**src/rtl/traffic_pkg.sv**
```systemverilog
// traffic_pkg: light codes shared with the downstream decoder and the sequencer state encoding
package traffic_pkg;
  localparam logic [2:0] RR = 3'd0;
  localparam logic [2:0] GG = 3'd1;
  localparam logic [2:0] YY = 3'd2;
  localparam logic [2:0] GR = 3'd3;
  localparam logic [2:0] YR = 3'd4;
  localparam logic [2:0] RG = 3'd5;
  localparam logic [2:0] RY = 3'd6;
  typedef enum logic [2:0] {ALLRED, G1, Y1, G2, Y2, EMERG, FLASH_ON, FLASH_OFF} fsm_t;
  function automatic logic [2:0] light_code(input fsm_t s);
    return s == G1 ? GR : s == Y1 ? YR : s == G2 ? RG : s == Y2 ? RY : s == FLASH_ON ? YY : RR;
  endfunction
endpackage

```
**src/rtl/traffic_controller_dwell_timer.sv**
```systemverilog
// dwell_timer: down-counter holding ticks left in a dwell; expires on a tick at zero
module dwell_timer #(
  parameter int CNT_W = 8,
  parameter logic [CNT_W-1:0] RST_VAL = '0
) (
  input  logic             clk,
  input  logic             rst_n,
  input  logic             load,
  input  logic [CNT_W-1:0] value,
  input  logic             tick,
  output logic [CNT_W-1:0] remaining,
  output logic             expire
);
  always_ff @(posedge clk or negedge rst_n)
    if (!rst_n) remaining <= RST_VAL;
    else if (load) remaining <= value;
    else if (tick && remaining != '0) remaining <= remaining - CNT_W'(1);
  assign expire = tick && remaining == '0;
endmodule

```
**src/rtl/traffic_controller.sv**
```systemverilog
// traffic_controller: two-road intersection sequencer with emergency all-red and night flashing
module traffic_controller
  import traffic_pkg::*;
#(
  parameter int T_GREEN  = 10,
  parameter int T_YELLOW = 3,
  parameter int T_ALLRED = 2,
  parameter int T_FLASH  = 1,
  parameter int CNT_W    = 8
) (
  input  logic             clk,
  input  logic             rst_n,
  input  logic             tick,
  input  logic             emergency,
  input  logic             night_mode,
  output logic [2:0]       state,
  output logic [CNT_W-1:0] remaining,
  output logic             phase_done
);
  localparam logic [CNT_W-1:0] L_G = CNT_W'(T_GREEN - 1);
  localparam logic [CNT_W-1:0] L_Y = CNT_W'(T_YELLOW - 1);
  localparam logic [CNT_W-1:0] L_A = CNT_W'(T_ALLRED - 1);
  localparam logic [CNT_W-1:0] L_F = CNT_W'(T_FLASH - 1);
  fsm_t fsm, nxt;
  logic next_road;
  logic expire, load, pd;
  logic [CNT_W-1:0] val;
  dwell_timer #(.CNT_W(CNT_W), .RST_VAL(L_A)) u_timer (
    .clk(clk), .rst_n(rst_n), .load(load), .value(val), .tick(tick),
    .remaining(remaining), .expire(expire)
  );
  always_comb begin
    nxt = fsm;
    case (fsm)
      ALLRED:    if (expire) nxt = emergency ? EMERG : night_mode ? FLASH_ON : next_road ? G1 : G2;
      G1:        if (emergency || expire) nxt = Y1;
      G2:        if (emergency || expire) nxt = Y2;
      Y1, Y2:    if (expire) nxt = emergency ? EMERG : ALLRED;
      EMERG:     if (!emergency) nxt = ALLRED;
      FLASH_ON:  if (emergency) nxt = EMERG; else if (expire) nxt = FLASH_OFF;
      FLASH_OFF: if (emergency) nxt = EMERG; else if (expire) nxt = night_mode ? FLASH_ON : ALLRED;
      default:   nxt = ALLRED;
    endcase
    load = nxt != fsm;
    val = nxt inside {G1, G2} ? L_G : nxt inside {Y1, Y2} ? L_Y : nxt == ALLRED ? L_A :
          nxt inside {FLASH_ON, FLASH_OFF} ? L_F : '0;
    // preemption by emergency is not a dwell expiry, so it never pulses phase_done
    pd = expire && fsm != EMERG && !(emergency && fsm inside {G1, G2, FLASH_ON, FLASH_OFF});
  end
  // next_road=1 selects road 1 for the coming green
  always_ff @(posedge clk or negedge rst_n)
    if (!rst_n) begin
      fsm        <= ALLRED;
      state      <= RR;
      phase_done <= 1'b0;
      next_road  <= 1'b1;
    end else begin
      fsm        <= nxt;
      state      <= light_code(nxt);
      phase_done <= pd;
      if (fsm inside {Y1, Y2} && nxt != fsm) next_road <= ~next_road;
    end
endmodule

```
**config.mk**
```make
export PLATFORM = sky130hd
export DESIGN_NAME = traffic_controller
export DESIGN_NICKNAME = d
export VERILOG_FILES = /design/src/rtl/traffic_pkg.sv /design/src/rtl/traffic_controller_dwell_timer.sv /design/src/rtl/traffic_controller.sv
export SDC_FILE = /design/constraint.sdc
export NUM_CORES = 1
export LEC_CHECK = 0
export ABC_AREA = 1
export CORE_MARGIN = 1.5
export CORE_UTILIZATION = 48
export CTS_CLUSTER_DIAMETER = 200
export DETAILED_ROUTE_END_ITERATION = 8
export PLACE_DENSITY = 0.8
export SLEW_MARGIN = 20
export SYNTH_ARGS = -nofsm -noshare
export SYNTH_HDL_FRONTEND = slang
export SYNTH_SLANG_ARGS = --single-unit
```
**constraint.sdc**
```tcl
create_clock -name clk -period 2.12 [get_ports clk]
set_clock_uncertainty 0.2 [all_clocks]
set_input_delay 0.424 -clock clk [delete_from_list [all_inputs] [get_ports clk]]
set_output_delay 0.424 -clock clk [all_outputs]
set_load 0.02 [all_outputs]
```
### After elaboration in Yosys (flattened, before gate mapping)

Index checks and enable logic that the tools add are counted.

* $add $sub $neg: 1
* eq/ne operators: 14
* muxes and demuxes: 25
* bitwise operators: 1
* reduce and logical (&&, ||, !) cells: 18

Operators by type and width (count)
* 3-bit 2-to-1 mux: 17
* 3-bit case mux with 7 select lines: 1
* 3-bit == test, second input constant: 6
* 8-bit 2-to-1 mux: 2
* 3-bit by 2-bit == test with 1-bit output, second input constant: 4
* 8-bit zero test: 1
* 2-bit nonzero test: 4
* 8-bit nonzero test: 1
* 8-bit by 1-bit subtractor with 8-bit output, second input constant: 1
* 3-bit by 1-bit == test with 1-bit output, second input constant: 2
* 1-bit logical AND: 6
* 3-bit zero test: 2
* 2-bit 2-to-1 mux: 3
* 4-bit 2-to-1 mux: 1
* 4-bit nonzero test: 1
* 3-bit != test: 1
* 3-bit != test, second input constant: 1
* 2-bit OR reduction: 1
* 1-bit zero test: 1
* 1-bit logical OR: 1
* 1-bit 2-to-1 mux: 1
* 1-bit inverter: 1

* bits in registers: 16
* input bits: 5
* output and inout bits: 12
* word-level logic and storage cells: 64

### Depth between registers and ports, before layout

* depth in word-level cells: 11
* gate-level depth with buffers: 19
* mapped depth without buffers: 19

### Hierarchy

Synthesis repeated with hierarchy kept, for this count alone.

* cell total of the unflattened synthesis: 179
* area, all modules: 1262.5 µm²

By module, submodules not included
* traffic_controller: times used 1, cells an instance 96, area an instance 691.9 µm²
* dwell_timer: times used 1, cells an instance 83, area an instance 570.5 µm²

### Worst setup path after synthesis

No wires, ideal clock.

* path kind: register to register
* start: register u_timer.remaining[0]
* end: register u_timer.remaining[3]
* setup time: 119 ps
* arrival: 2114 ps
* data required time: 1801 ps
* setup slack: -314 ps
* cell stages (with the launch flop): 17
* period minus slack after synthesis: 2434 ps
* cell sequence: dfstp_2 > inv_1 > ha_1 > nand2_1 > nor2_1 > nand3_4 > nand2_1 > nand2_1 > nand2_1 > nor2_2 > nand2_2 > nand2_4 > xor2_2 > nand2_2 > buf_6 > o21ai_2 > nand2_1

* longest elaborated chain between the ends: 9
* elaborated cells on any way between the ends: 23
* those cells by class: add/sub (1); eq/ne (3); mux (12); reduce/logical (7)

Ends and longest elaborated chain
* from (decl): RTL line traffic_controller_dwell_timer.sv:11 `output logic [CNT_W-1:0] remaining,`
* from (signal assigned): RTL line traffic_controller_dwell_timer.sv:16 `else if (load) remaining <= value;`
* from (signal assigned): RTL line traffic_controller_dwell_timer.sv:17 `else if (tick && remaining != '0) remaining <= remaining - CNT_W'(1);`
* 8-bit zero test: RTL line traffic_controller_dwell_timer.sv:18 `assign expire = tick && remaining == '0;`
* 1-bit logical AND: RTL line traffic_controller_dwell_timer.sv:18
* 3-bit 2-to-1 mux, or another cell as far along: RTL line traffic_controller.sv:41 `FLASH_OFF: if (emergency) nxt = EMERG; else if (expire) nxt = night_mode ? FLASH_ON : ALLRED;`
* 3-bit 2-to-1 mux (on tied branches)
* 3-bit case mux with 7 select lines: RTL line traffic_controller.sv:34 `case (fsm)`
* 3-bit by 1-bit == test with 1-bit output or 3-bit by 2-bit == test with 1-bit output (tied branches): RTL line traffic_controller.sv:45 `val = nxt inside {G1, G2} ? L_G : nxt inside {Y1, Y2} ? L_Y : nxt == ALLRED ? L_A :`
* 2-bit nonzero test: RTL line traffic_controller.sv:45
* 4-bit 2-to-1 mux: RTL line traffic_controller.sv:45
* 8-bit 2-to-1 mux: RTL line traffic_controller_dwell_timer.sv:16

Parallel ways exist; a longest one is shown, timed or not. The select of a mux whose other input is x is not followed.
A chain may end at the register's enable or synchronous reset.

### Final worst setup path

* start: register u_timer.remaining[0]
* end: register u_timer.remaining[1]

* longest elaborated chain between the ends: 10
* elaborated cells on any way between the ends: 27
* those cells by class: add/sub (1); eq/ne (5); mux (13); reduce/logical (8)

Ends and longest elaborated chain (RTL line)
* 8-bit zero test: traffic_controller_dwell_timer.sv:18
* 1-bit logical AND: traffic_controller_dwell_timer.sv:18
* 3-bit 2-to-1 mux, or another cell as far along: traffic_controller.sv:41
* 3-bit 2-to-1 mux (on tied branches)
* 3-bit case mux with 7 select lines: traffic_controller.sv:34
* 3-bit by 2-bit == test with 1-bit output or 3-bit == test (tied branches): traffic_controller.sv:45
* 2-bit nonzero test: traffic_controller.sv:45
* 2-bit 2-to-1 mux: traffic_controller.sv:45
* 4-bit 2-to-1 mux: traffic_controller.sv:45
* 8-bit 2-to-1 mux: traffic_controller_dwell_timer.sv:16

Parallel ways exist; a longest one is shown, timed or not. The select of a mux whose other input is x is not followed.

==> flow_summary.ini <==
[status]
status = finished, violations left
violations_in_the_final_reports = negative setup slack

[drt]
firstDrtPassIters = 5
drt_iter0_markers = 55
post-route-drc-count = 0
wire_per_inst_um = 15.3
route.final.wire_length_mm = 3.64
route.antenna.remaining_nets = 0
via_per_inst = 5.39
via_count = 1283

[critical_path]
worstPathMaxFanout = 7
critPathArrivalTime_ns = 2.32
path_class = flip-flop to flip-flop
start_kind = flip-flop
type_of_element_capturing_the_critical_path = flip-flop
worst-endpoint-required_ns = 2.13

[floorplanning]
coreArea_sq_um = 2210
row_count = 17
die-height_um = 51.5
dieArea_sq_um = 2660
chipWidth_um = 51.5
ioPinCount = 17
initial_utilization = 0.511

[logic_synthesis]
synth.lib_cells_used.distinct = 28
syn_area_sq_um = 1130
synth_top_cell_by_area = sky130_fd_sc_hd__dfrtp_1
synthDominantCellAreaShare = 0.310
ys_ff_latch = 16
synthesis.area_per_instance_sq_um = 7.20
register_area_share_after_synthesis = 0.356
synth_warnings = 0
netlist_top_cells_area = sky130_fd_sc_hd__dfrtp_1 (31%), sky130_fd_sc_hd__nand2_1 (14%), sky130_fd_sc_hd__nand3_1 (7.5%)
mappedNetlistNets = 164
syn_inst = 157

[cells_and_area]
finalInstanceArea_sq_um = 1750
design.final.nets = 218
final_cells = 238
area.growth.synth_to_final_pct = 55.1
antennaDiodeCount = 0
ratio_of_cells_with_drive_above_1_in_the_final_layout = 0.395

[sta]
fmaxAchievable_ghz = 0.433
whs_ns = 0.242
count_of_final_max_slew_check_failures = 0
fin_ws_ns = -0.189
finalHoldViolations = 0
timing.final.crit_period_ns = 2.31
finalCritPeriodShare = 1.09
max_slew_margin = 0.745
finalSetupViolations = 10
rsz0062_at_grt = true
tightest_slew_ns = 0.382

[grt]
maximum_number_of_pins_on_one_net_before_global_route_repair = 17
grt.overflow.total = 0
grt_pass1_wl_mm = 5.10
grt_antenna_before_repair = 0
grtUsageTotal = 0.258
grt_pass1_vias = 1162

[placement]
numPlacedInstances = 224
placed_cell_area_sq_um = 1540
port_buffers = 16
post-place-ws_ns = -0.410
dp.final_hpwl_mm = 2.13
gp_routability_congestion = 0.837

[clocking]
clock_tree_from_tritoncts = done
clk-insertion-delay-late_ns = 0.30
clk_pin_slew_ns = 0.10
cts-buffers-inserted = 3
cts.root.buffer_cell = sky130_fd_sc_hd__clkbuf_4
cts-htree-levels = 1
cts_sinks = 16
cts-hold-fix-buffers = 0
max-clock-path-buffers = 2

[min_path]
hold_class = input pin to async pin

[run]
max_capacitance_violation_count = 0
registers in the layout, indices dropped and copies added, names as in the netlist:
name,cells
next_road,1
state,3
phase_done,1
u_timer.remaining,8
fsm,3
area by class of cell:
type / instances / area (sq um)
clock buffers: 4 / 36.3
fillers: 151 / 458
inverters: 22 / 85.1
multi-input cells: 118 / 761
flip-flops and latches: 16 / 404
well taps: 28 / 35.0
repair buffers: 50 / 433
synthesized netlist by cell type, drive strengths merged:
library cell / instances
buf: 2
nor2: 20
o2111ai: 1
nand4: 2
nand3: 20
xnor2: 1
inv: 22
a21oi: 4
o21ai: 6
nand2: 50
o21bai: 1
ha: 2
xor2: 6
dfstp: 2
nor3: 4
dfrtp: 14
cell families after synthesis:
group,synth area share
xor gates and xnor gates,0.0608
and+or+nand+nor,0.411
adders and majority gates,0.0221
DFF,0.356
AOI/OAI and AO/OA,0.0619
buffers and inverters,0.0874
path summary, 6_finish.rpt:
kind                                 startpoint                    to  slack, ns  cells past startpoint
max                        u_timer.remaining[0]  u_timer.remaining[1]      -0.19                     17
min                                       rst_n  u_timer.remaining[4]       0.24                      2
max reg2reg                u_timer.remaining[0]  u_timer.remaining[1]      -0.19                     17
min reg2reg                           next_road             next_road       0.27                      2
max in group asynchronous                 rst_n             next_road       1.23                      2
min in group clk                      next_road             next_road       0.27                      2
stage by stage:
step	util	setup TNS [ns]
after floorplan	-	-0.688
after detailed placement	0.694	-3.58
after global routing	0.793	-2.90
after global placement	0.694	-3.22
final	0.793	-1.63
after CTS	0.733	-0.653
critical path, stage by stage (launching register included):
cell and delay [ns]:
sky130_fd_sc_hd__dfstp_2 0.57, sky130_fd_sc_hd__inv_4 0.04, sky130_fd_sc_hd__ha_4 0.17, sky130_fd_sc_hd__nand2_4 0.06
sky130_fd_sc_hd__nor2_4 0.04, sky130_fd_sc_hd__nand3_4 0.11, sky130_fd_sc_hd__nand2_4 0.06, sky130_fd_sc_hd__nand2_1 0.06
sky130_fd_sc_hd__nand2_1 0.05, sky130_fd_sc_hd__nor2_2 0.11, sky130_fd_sc_hd__nand2_2 0.08, sky130_fd_sc_hd__nand2_4 0.11
sky130_fd_sc_hd__xor2_4 0.20, sky130_fd_sc_hd__nand2_4 0.12, sky130_fd_sc_hd__nand2_2 0.08, sky130_fd_sc_hd__nand2_1 0.05
sky130_fd_sc_hd__nand2_1 0.07, sky130_fd_sc_hd__inv_1 0.04
per-layer routing:
metal  GRT usage  share of wire
met5           0              0
met4      0.0921          0.021
met3      0.0287          0.063
met2       0.462           0.51
met1       0.318           0.40
cells in the final DEF (no fill, tap or decap), drive strengths merged:
cell / count
xnor2: 1
o21ai: 6
xor2: 6
nand2: 50
nor2: 20
dfstp: 2
buf: 34
a21oi: 4
nor3: 4
clkbuf: 4
o2111ai: 1
inv: 22
nand3: 21
dlymetal6s2s: 1
ha: 2
dfrtp: 14
clkdlybuf4s50: 15
nand4: 2
o21bai: 1
timing repair:
action,CTS,global route
endpoints found under the hold margin,0,0
setup endpoints to repair,11,11
pin swaps,6,15
setup buffers,2,7
cloned,1,0
resized for setup,8,22
Power is not shown: default switching activity piles up to over one toggle a cycle in this logic, so the estimate is an artifact.
